### src/rtl/mbus_node_rx.sv
// rtl/mbus_node_rx.sv - member-node receive stage: start detect, address filter, byte delivery
//
// Oversamples the master's bus clock/data on CLK_IN, detects a message start
// (data low while clock high), discards the arbitration edges, shifts in an
// ADDR_WIDTH-bit address and accepts the message when it equals NODE_ADDR or
// BCAST_ADDR. Accepted payload bytes are handed to the layer controller over
// a valid/ack handshake.
//
// Ports:
//   CLK_IN    in   system clock, rising edge
//   RESET     in   synchronous active-high reset
//   BUS_CLK   in   bus clock from the master (asynchronous)
//   BUS_DIN   in   bus data from the master (asynchronous)
//   RX_DATA   out  received payload byte
//   RX_VALID  out  RX_DATA holds an unconsumed byte
//   RX_ACK    in   layer consumes RX_DATA (only meaningful while RX_VALID=1)
//   RX_BCAST  out  current/last message was addressed to BCAST_ADDR
//   RX_END    out  one-cycle pulse at end of an accepted message
//   RX_ERR    out  one-cycle pulse with RX_END when the last byte was partial
//   RX_OVF    out  sticky: a byte completed while RX_VALID=1; cleared at next start

module mbus_node_rx #(
    parameter int                    ADDR_WIDTH = 4,
    parameter logic [ADDR_WIDTH-1:0] NODE_ADDR  = 4'h3,
    parameter logic [ADDR_WIDTH-1:0] BCAST_ADDR = 4'hF,
    parameter int                    SKIP_EDGES = 1,
    parameter int                    END_IDLE   = 40
) (
    input  logic       CLK_IN,
    input  logic       RESET,
    input  logic       BUS_CLK,
    input  logic       BUS_DIN,
    output logic [7:0] RX_DATA,
    output logic       RX_VALID,
    input  logic       RX_ACK,
    output logic       RX_BCAST,
    output logic       RX_END,
    output logic       RX_ERR,
    output logic       RX_OVF
);

    localparam int EW = $clog2(SKIP_EDGES + 1);
    localparam int IW = $clog2(END_IDLE + 1);

    typedef enum logic [2:0] {
        S_IDLE,
        S_ARB,
        S_ADDR,
        S_DATA,
        S_SKIP
    } state_t;

    state_t r_state;
    state_t w_state_next;

    // Synchronizers idle high so a reset never looks like a start condition.
    logic r_clk_s1, r_clk_s2, r_clk_d;
    logic r_din_s1, r_din_s2;

    logic [EW-1:0]         r_edge_cnt;
    logic [3:0]            r_bit_cnt;
    logic [IW-1:0]         r_idle_cnt;
    logic [ADDR_WIDTH-1:0] r_addr_sr;
    logic [7:0]            r_byte_sr;

    logic [7:0] r_rx_data;
    logic       r_rx_valid;
    logic       r_rx_bcast;
    logic       r_rx_end;
    logic       r_rx_err;
    logic       r_rx_ovf;

    logic                  w_rise;
    logic                  w_start;
    logic                  w_idle_done;
    logic                  w_addr_last;
    logic                  w_byte_done;
    logic [ADDR_WIDTH-1:0] w_addr_next;
    logic [7:0]            w_byte_next;

    assign w_rise      = r_clk_s2 & ~r_clk_d;
    assign w_start     = r_clk_s2 & ~r_din_s2;
    // The bus clock has been high for END_IDLE consecutive cycles: the
    // master has stopped toggling, so the message is over.
    assign w_idle_done = (r_state != S_IDLE) && r_clk_s2 &&
                         (r_idle_cnt == IW'(END_IDLE - 1));
    assign w_addr_next = {r_addr_sr[ADDR_WIDTH-2:0], r_din_s2};
    assign w_byte_next = {r_byte_sr[6:0], r_din_s2};
    assign w_addr_last = (r_bit_cnt == 4'(ADDR_WIDTH - 1));
    assign w_byte_done = (r_state == S_DATA) && w_rise && !w_idle_done &&
                         (r_bit_cnt == 4'd7);

    always_comb begin
        w_state_next = r_state;
        case (r_state)
            S_IDLE: begin
                if (w_start) begin
                    w_state_next = S_ARB;
                end
            end
            S_ARB: begin
                if (w_idle_done) begin
                    w_state_next = S_IDLE;
                end else if (w_rise && (r_edge_cnt == EW'(SKIP_EDGES - 1))) begin
                    w_state_next = S_ADDR;
                end
            end
            S_ADDR: begin
                if (w_idle_done) begin
                    w_state_next = S_IDLE;
                end else if (w_rise && w_addr_last) begin
                    if ((w_addr_next == NODE_ADDR) || (w_addr_next == BCAST_ADDR)) begin
                        w_state_next = S_DATA;
                    end else begin
                        w_state_next = S_SKIP;
                    end
                end
            end
            S_DATA, S_SKIP: begin
                if (w_idle_done) begin
                    w_state_next = S_IDLE;
                end
            end
            default: w_state_next = S_IDLE;
        endcase
    end

    always_ff @(posedge CLK_IN) begin
        if (RESET) begin
            r_state <= S_IDLE;
        end else begin
            r_state <= w_state_next;
        end
    end

    always_ff @(posedge CLK_IN) begin
        if (RESET) begin
            r_clk_s1   <= 1'b1;
            r_clk_s2   <= 1'b1;
            r_clk_d    <= 1'b1;
            r_din_s1   <= 1'b1;
            r_din_s2   <= 1'b1;
            r_edge_cnt <= '0;
            r_bit_cnt  <= '0;
            r_idle_cnt <= '0;
            r_addr_sr  <= '0;
            r_byte_sr  <= '0;
            r_rx_data  <= '0;
            r_rx_valid <= 1'b0;
            r_rx_bcast <= 1'b0;
            r_rx_end   <= 1'b0;
            r_rx_err   <= 1'b0;
            r_rx_ovf   <= 1'b0;
        end else begin
            r_clk_s1 <= BUS_CLK;
            r_clk_s2 <= r_clk_s1;
            r_clk_d  <= r_clk_s2;
            r_din_s1 <= BUS_DIN;
            r_din_s2 <= r_din_s1;

            r_rx_end <= 1'b0;
            r_rx_err <= 1'b0;

            if ((r_state == S_IDLE) || !r_clk_s2 || w_idle_done) begin
                r_idle_cnt <= '0;
            end else if (r_idle_cnt != IW'(END_IDLE)) begin
                r_idle_cnt <= r_idle_cnt + 1'b1;
            end

            case (r_state)
                S_IDLE: begin
                    if (w_start) begin
                        r_edge_cnt <= '0;
                        r_bit_cnt  <= '0;
                        r_rx_ovf   <= 1'b0;
                        r_rx_bcast <= 1'b0;
                    end
                end
                S_ARB: begin
                    if (w_rise && !w_idle_done && (r_edge_cnt != EW'(SKIP_EDGES))) begin
                        r_edge_cnt <= r_edge_cnt + 1'b1;
                    end
                end
                S_ADDR: begin
                    if (w_rise && !w_idle_done) begin
                        r_addr_sr <= w_addr_next;
                        if (w_addr_last) begin
                            r_bit_cnt <= '0;
                            if (w_addr_next == BCAST_ADDR) begin
                                r_rx_bcast <= 1'b1;
                            end
                        end else begin
                            r_bit_cnt <= r_bit_cnt + 4'd1;
                        end
                    end
                end
                S_DATA: begin
                    if (w_idle_done) begin
                        // A partial byte is flagged and simply left in byte_sr.
                        r_rx_end <= 1'b1;
                        r_rx_err <= (r_bit_cnt != 4'd0);
                    end else if (w_rise) begin
                        r_byte_sr <= w_byte_next;
                        r_bit_cnt <= (r_bit_cnt == 4'd7) ? 4'd0 : r_bit_cnt + 4'd1;
                    end
                end
                default: ;
            endcase

            // An ack arriving with a new byte frees the holding register in
            // the same cycle, so the new byte is taken without overflow.
            if (w_byte_done) begin
                if (!r_rx_valid || RX_ACK) begin
                    r_rx_data  <= w_byte_next;
                    r_rx_valid <= 1'b1;
                end else begin
                    r_rx_ovf <= 1'b1;
                end
            end else if (r_rx_valid && RX_ACK) begin
                r_rx_valid <= 1'b0;
            end
        end
    end

    assign RX_DATA  = r_rx_data;
    assign RX_VALID = r_rx_valid;
    assign RX_BCAST = r_rx_bcast;
    assign RX_END   = r_rx_end;
    assign RX_ERR   = r_rx_err;
    assign RX_OVF   = r_rx_ovf;

endmodule

### config.mk
export PLATFORM = sky130hd
export DESIGN_NAME = mbus_node_rx
export DESIGN_NICKNAME = d
export VERILOG_FILES = /design/src/rtl/mbus_node_rx.sv
export SDC_FILE = /design/constraint.sdc
export NUM_CORES = 1
export LEC_CHECK = 0
export ABC_AREA = 0
export ABC_CLOCK_PERIOD_IN_PS = 1500
export CELL_PAD_IN_SITES_DETAIL_PLACEMENT = 0
export CELL_PAD_IN_SITES_GLOBAL_PLACEMENT = 1
export CORE_MARGIN = 5
export CORE_UTILIZATION = 35
export DETAILED_ROUTE_END_ITERATION = 10
export MAX_ROUTING_LAYER = met4
export PLACE_DENSITY_LB_ADDON = 0.3
export SYNTH_ARGS = -nofsm -noshare
export SYNTH_HDL_FRONTEND = slang
export SYNTH_SLANG_ARGS = --single-unit
### constraint.sdc
create_clock -name CLK_IN -period 1.5 [get_ports CLK_IN]
set_input_delay 0.3 -clock CLK_IN [delete_from_list [all_inputs] [get_ports CLK_IN]]
set_output_delay 0.3 -clock CLK_IN [all_outputs]
set_load 0.03 [all_outputs]
==> impl_metrics.csv <==
group,metric,value,unit
outcome,status,"finished with violations",
outcome,failed_checks,"setup timing",
drt,drcViolationCount,0,
critical_path,critPathLaunchType,"flop",
logic_synthesis,synth-compound-area-share,18.9,%
global_routing,grt_use_met3,2.45,%
pwr,seqPwrFrac,50.1,%
floorplan,core,5470,sq um
drt,routed_wl,4.76,mm
sta,fin_ws,-0.108,ns
cts,cts_tree,"done",
final_layout,n_antenna_cell,0,
sta,worst_clock_skew,0.00821,ns
cts,cts_buffer_depth,2,
floorplan,initial_core_util,35.6,%
min_path,holdPathEnd,"r_din_s2",
logic_synthesis,synth_cells,214,
final_layout,post-route-util,51.1,%
drt,drtIter0Drc,65,
final_layout,final_layout_size_suffix_gt1_share,36.6,%
critical_path,crit_family,"simple AND/OR/NAND/NOR gates",
pwr,combPwrFrac,18.9,%
floorplan,fp.dieArea,7160,sq um
logic_synthesis,synth-async-reset-ratio,0,%
sta,tns,-0.156,ns
cts,clk_latency,0.30,ns
final_layout,nNetsFinal,281,
min_path,min_from,"r_din_s1",
logic_synthesis,synth_top_family_by_area,"simple AND/OR/NAND/NOR gates",
logic_synthesis,syn_avg_cell_area,9.10,sq um
place,portBuffers,17,
drt,first_pass_iters,4,
logic_synthesis,yosys.area_share.simple,24.9,%
global_routing,grt_use_total,13.6,%
cts,htree_levels,2,
critical_path,cp.required,1.70,ns
logic_synthesis,post_synth_fa_ha_maj_area_fraction,2.57,%
floorplan,ios,18,
floorplan,die_w,84.6,microns
critical_path,cp.depth,5,
global_routing,grt_busiest_layer,"met2",
critical_path,cp_slowest_cell,"or4_4",
pwr,p_per_area,854,nW/um^2
drt,vias_per_cell,5.21,
cts,cts-root-buf,"clkbuf_8",
sta,period_share,107,%
logic_synthesis,synth_xor_area_share,3.15,%
pwr,leakagePower,1.06,nW
sta,setup_viol,7,
pwr,p_int,1.71,mW
final_layout,area_growth,43.6,%
place,dpl.hpwl,3.35,mm
logic_synthesis,muxShareOfSynthArea,2.57,%
sta,tightest_slew,0.296,ns
cts,numCtsBuffers,5,
critical_path,max_stage_delay,0.43,ns
cts,cts_num_sinks,42,
critical_path,rr_endpoint,"r_state[2]",
pwr,ir_drop,0.374,mV
floorplan,die_y,84.6,microns
min_path,worstHoldPathCells,1,
logic_synthesis,yosysWarnings,0,
cts,cts.clk_slew.worst_paths,0.08,ns
drt,wl_per_cell,13.8,microns
global_routing,grt_pass1_vias,1698,
global_routing,gr-usage-met2,22.1,%
sta,hold_viol_final,0,
critical_path,r2r-start,"r_bit_cnt[0]",
logic_synthesis,ys_types,52,
pwr,switching_share,28.6,%
drt,ant_nets,0,
critical_path,arrival,1.81,ns
sta,max_slew_margin,80.0,%
global_routing,grt_pass1_wl,7.82,mm
critical_path,ff2ff_path_depth,5,
drt,num_vias,1799,
logic_synthesis,synth-seq-cells,42,
logic_synthesis,synthFlopType,"dfxtp_1",
sta,fin_crit,1.61,ns
sta,rsz0062_at_grt,"true",
global_routing,grt_max_degree,21,
global_routing,grt_antenna_before_repair,0,
global_routing,grt_overflow_total,0,
logic_synthesis,syn_nets,223,
critical_path,cp_cell_sequence,"ha_4 > nand2b_4 > or4_4 > o41ai_2 > nor4b_4",
sta,maxSlewViolCount,0,
critical_path,crit_path_max_fanout,3,
critical_path,setup.worst_path.end_class,"flop",
pwr,clkPwrFrac,31.0,%
logic_synthesis,synth_edf_count,0,
sta,holdWs,0.418,ns
global_routing,grtUsageMet1,16.7,%
logic_synthesis,syn_area,1950,sq um
floorplan,num_rows,27,
logic_synthesis,yosysSeqAreaShare,43.2,%
critical_path,r2r_slack,-0.11,ns
critical_path,path_class,"flop to flop",
flow_run,maxCapViolations,0,
min_path,hold_class,"flop to flop",
place,place_congestion,0.825,
pwr,switchingPower,0.683,mW
sta,fmax,622,MHz
critical_path,path_buf_inv,0,
## routing by layer
metal	wire [microns]	vias to the layer above
met5	0	-
met3	177	5
met4	59	0
li1	-	906
met1	2130	854
met2	2390	34
## what timing repair did
item | CTS | global route
setup buffers | 3 | 2
endpoints found under the setup margin | 38 | 35
hold buffers | 0 | 0
endpoints found under the hold margin | 0 | 0
pin swaps | 10 | 12
gates resized for setup | 22 | 31
## how the worst max path moves through the flow
stage	startpoint	end	slack, ns
global placement	RX_ACK	RX_DATA[7]	-0.08
detailed placement	RX_ACK	RX_DATA[7]	-0.09
global route	r_bit_cnt[0]	r_state[2]	-0.20
CTS	r_idle_cnt[0]	RX_BCAST	-0.07
floorplan	r_idle_cnt[1]	r_byte_sr[1]	-0.05
finish	r_bit_cnt[0]	r_state[2]	-0.11
## cell usage in the layout (no fill, tap or decap), types with 3 or more instances in the layout
cell type        Yosys  routed
a211o_1              3       3
a21oi_1             20      18
and3_1               3       3
buf_12               0       3
buf_4                2      42
buf_6                0       3
clkbuf_8             0       5
clkdlybuf4s50_1      0       4
dfxtp_1             42      34
dfxtp_2              0       7
dlygate4sd2_1        0      13
ha_4                 0       3
inv_1                6       5
mux2i_1              5       5
nand2_1              7       5
nand3_1             14      14
nand4_1             10      10
nor2_1              11      11
nor3_1               5       4
nor3b_1              3       3
o21ai_1              2       8
o31ai_1             10       8
or2_2                5       5
xnor2_1              5       5
## cells by family after synthesis
group                    Yosys count
AND/OR/NAND/NOR                   80
AO/OA/AOI/OAI                     55
flip-flops                        42
buffers and inverters             21
XOR/XNOR                           7
multiplexers                       5
adder cells (fa/ha/maj)            4
## layout make-up
type | instances | area, sq um
clock buffers | 5 | 68.8
clock inverters | 3 | 21.3
well taps | 72 | 90.1
inverters | 7 | 28.8
multi-input cells | 151 | 1170
repair buffers | 65 | 563
fillers | 537 | 2680
flip-flops and latches | 42 | 853
## through the flow
stage               worst slack [ns]  power [mW]  cells  area (sq um)
CTS                          -0.0688        2.36    344          2690
global route                  -0.197        2.51    345          2800
floorplan                    -0.0488        1.43    214          2000
detailed placement           -0.0925        1.60    334          2560
global placement             -0.0766        1.60    334          2560
finish                        -0.108        2.39    345          2800
## state kept, by name, indices dropped and copies added, names as in the netlist
signal,count
r_clk_s2,1
RX_VALID,1
RX_ERR,1
r_byte_sr,7
r_din_s1,1
r_clk_d,1
r_bit_cnt,4
RX_DATA,8
r_din_s2,1
r_addr_sr,3
RX_BCAST,1
r_edge_cnt,1
r_idle_cnt,6
RX_END,1
r_clk_s1,1
RX_OVF,1
r_state,3
## Yosys cell counts (2+ instances only)
master	instances	area, sq um
a211o_1	3	26.3
nand2_1	7	26.3
nand3_1	14	70.1
xnor2_1	5	43.8
or2_2	5	31.3
a21oi_1	20	100
mux2i_1	5	50.1
nor2_1	11	41.3
o31ai_1	10	75.1
clkbuf_1	7	26.3
buf_2	4	20.0
nand2b_1	4	25.0
o21ai_1	2	10.0
xor2_1	2	17.5
nor3b_1	3	22.5
nor3_1	5	25.0
ha_1	4	50.1
nand4_1	10	62.6
dfxtp_1	42	841
and2b_1	2	15.0
buf_4	2	15.0
inv_1	6	22.5
or3_1	2	12.5
nand3b_1	2	15.0
o21ai_0	7	35.0
nor4_1	2	12.5
and3_1	3	18.8
## power by group through the flow
stage | combinational [mW] | clock [mW] | sequential, mW
final | 0.452 | 0.741 | 1.20
after global routing | 0.499 | 0.813 | 1.20
after CTS | 0.410 | 0.764 | 1.19
after detailed placement | 0.390 | 0 | 1.21
after global placement | 0.389 | 0 | 1.21
after floorplan | 0.223 | 0 | 1.20
Power figures use the tool's default switching activity.
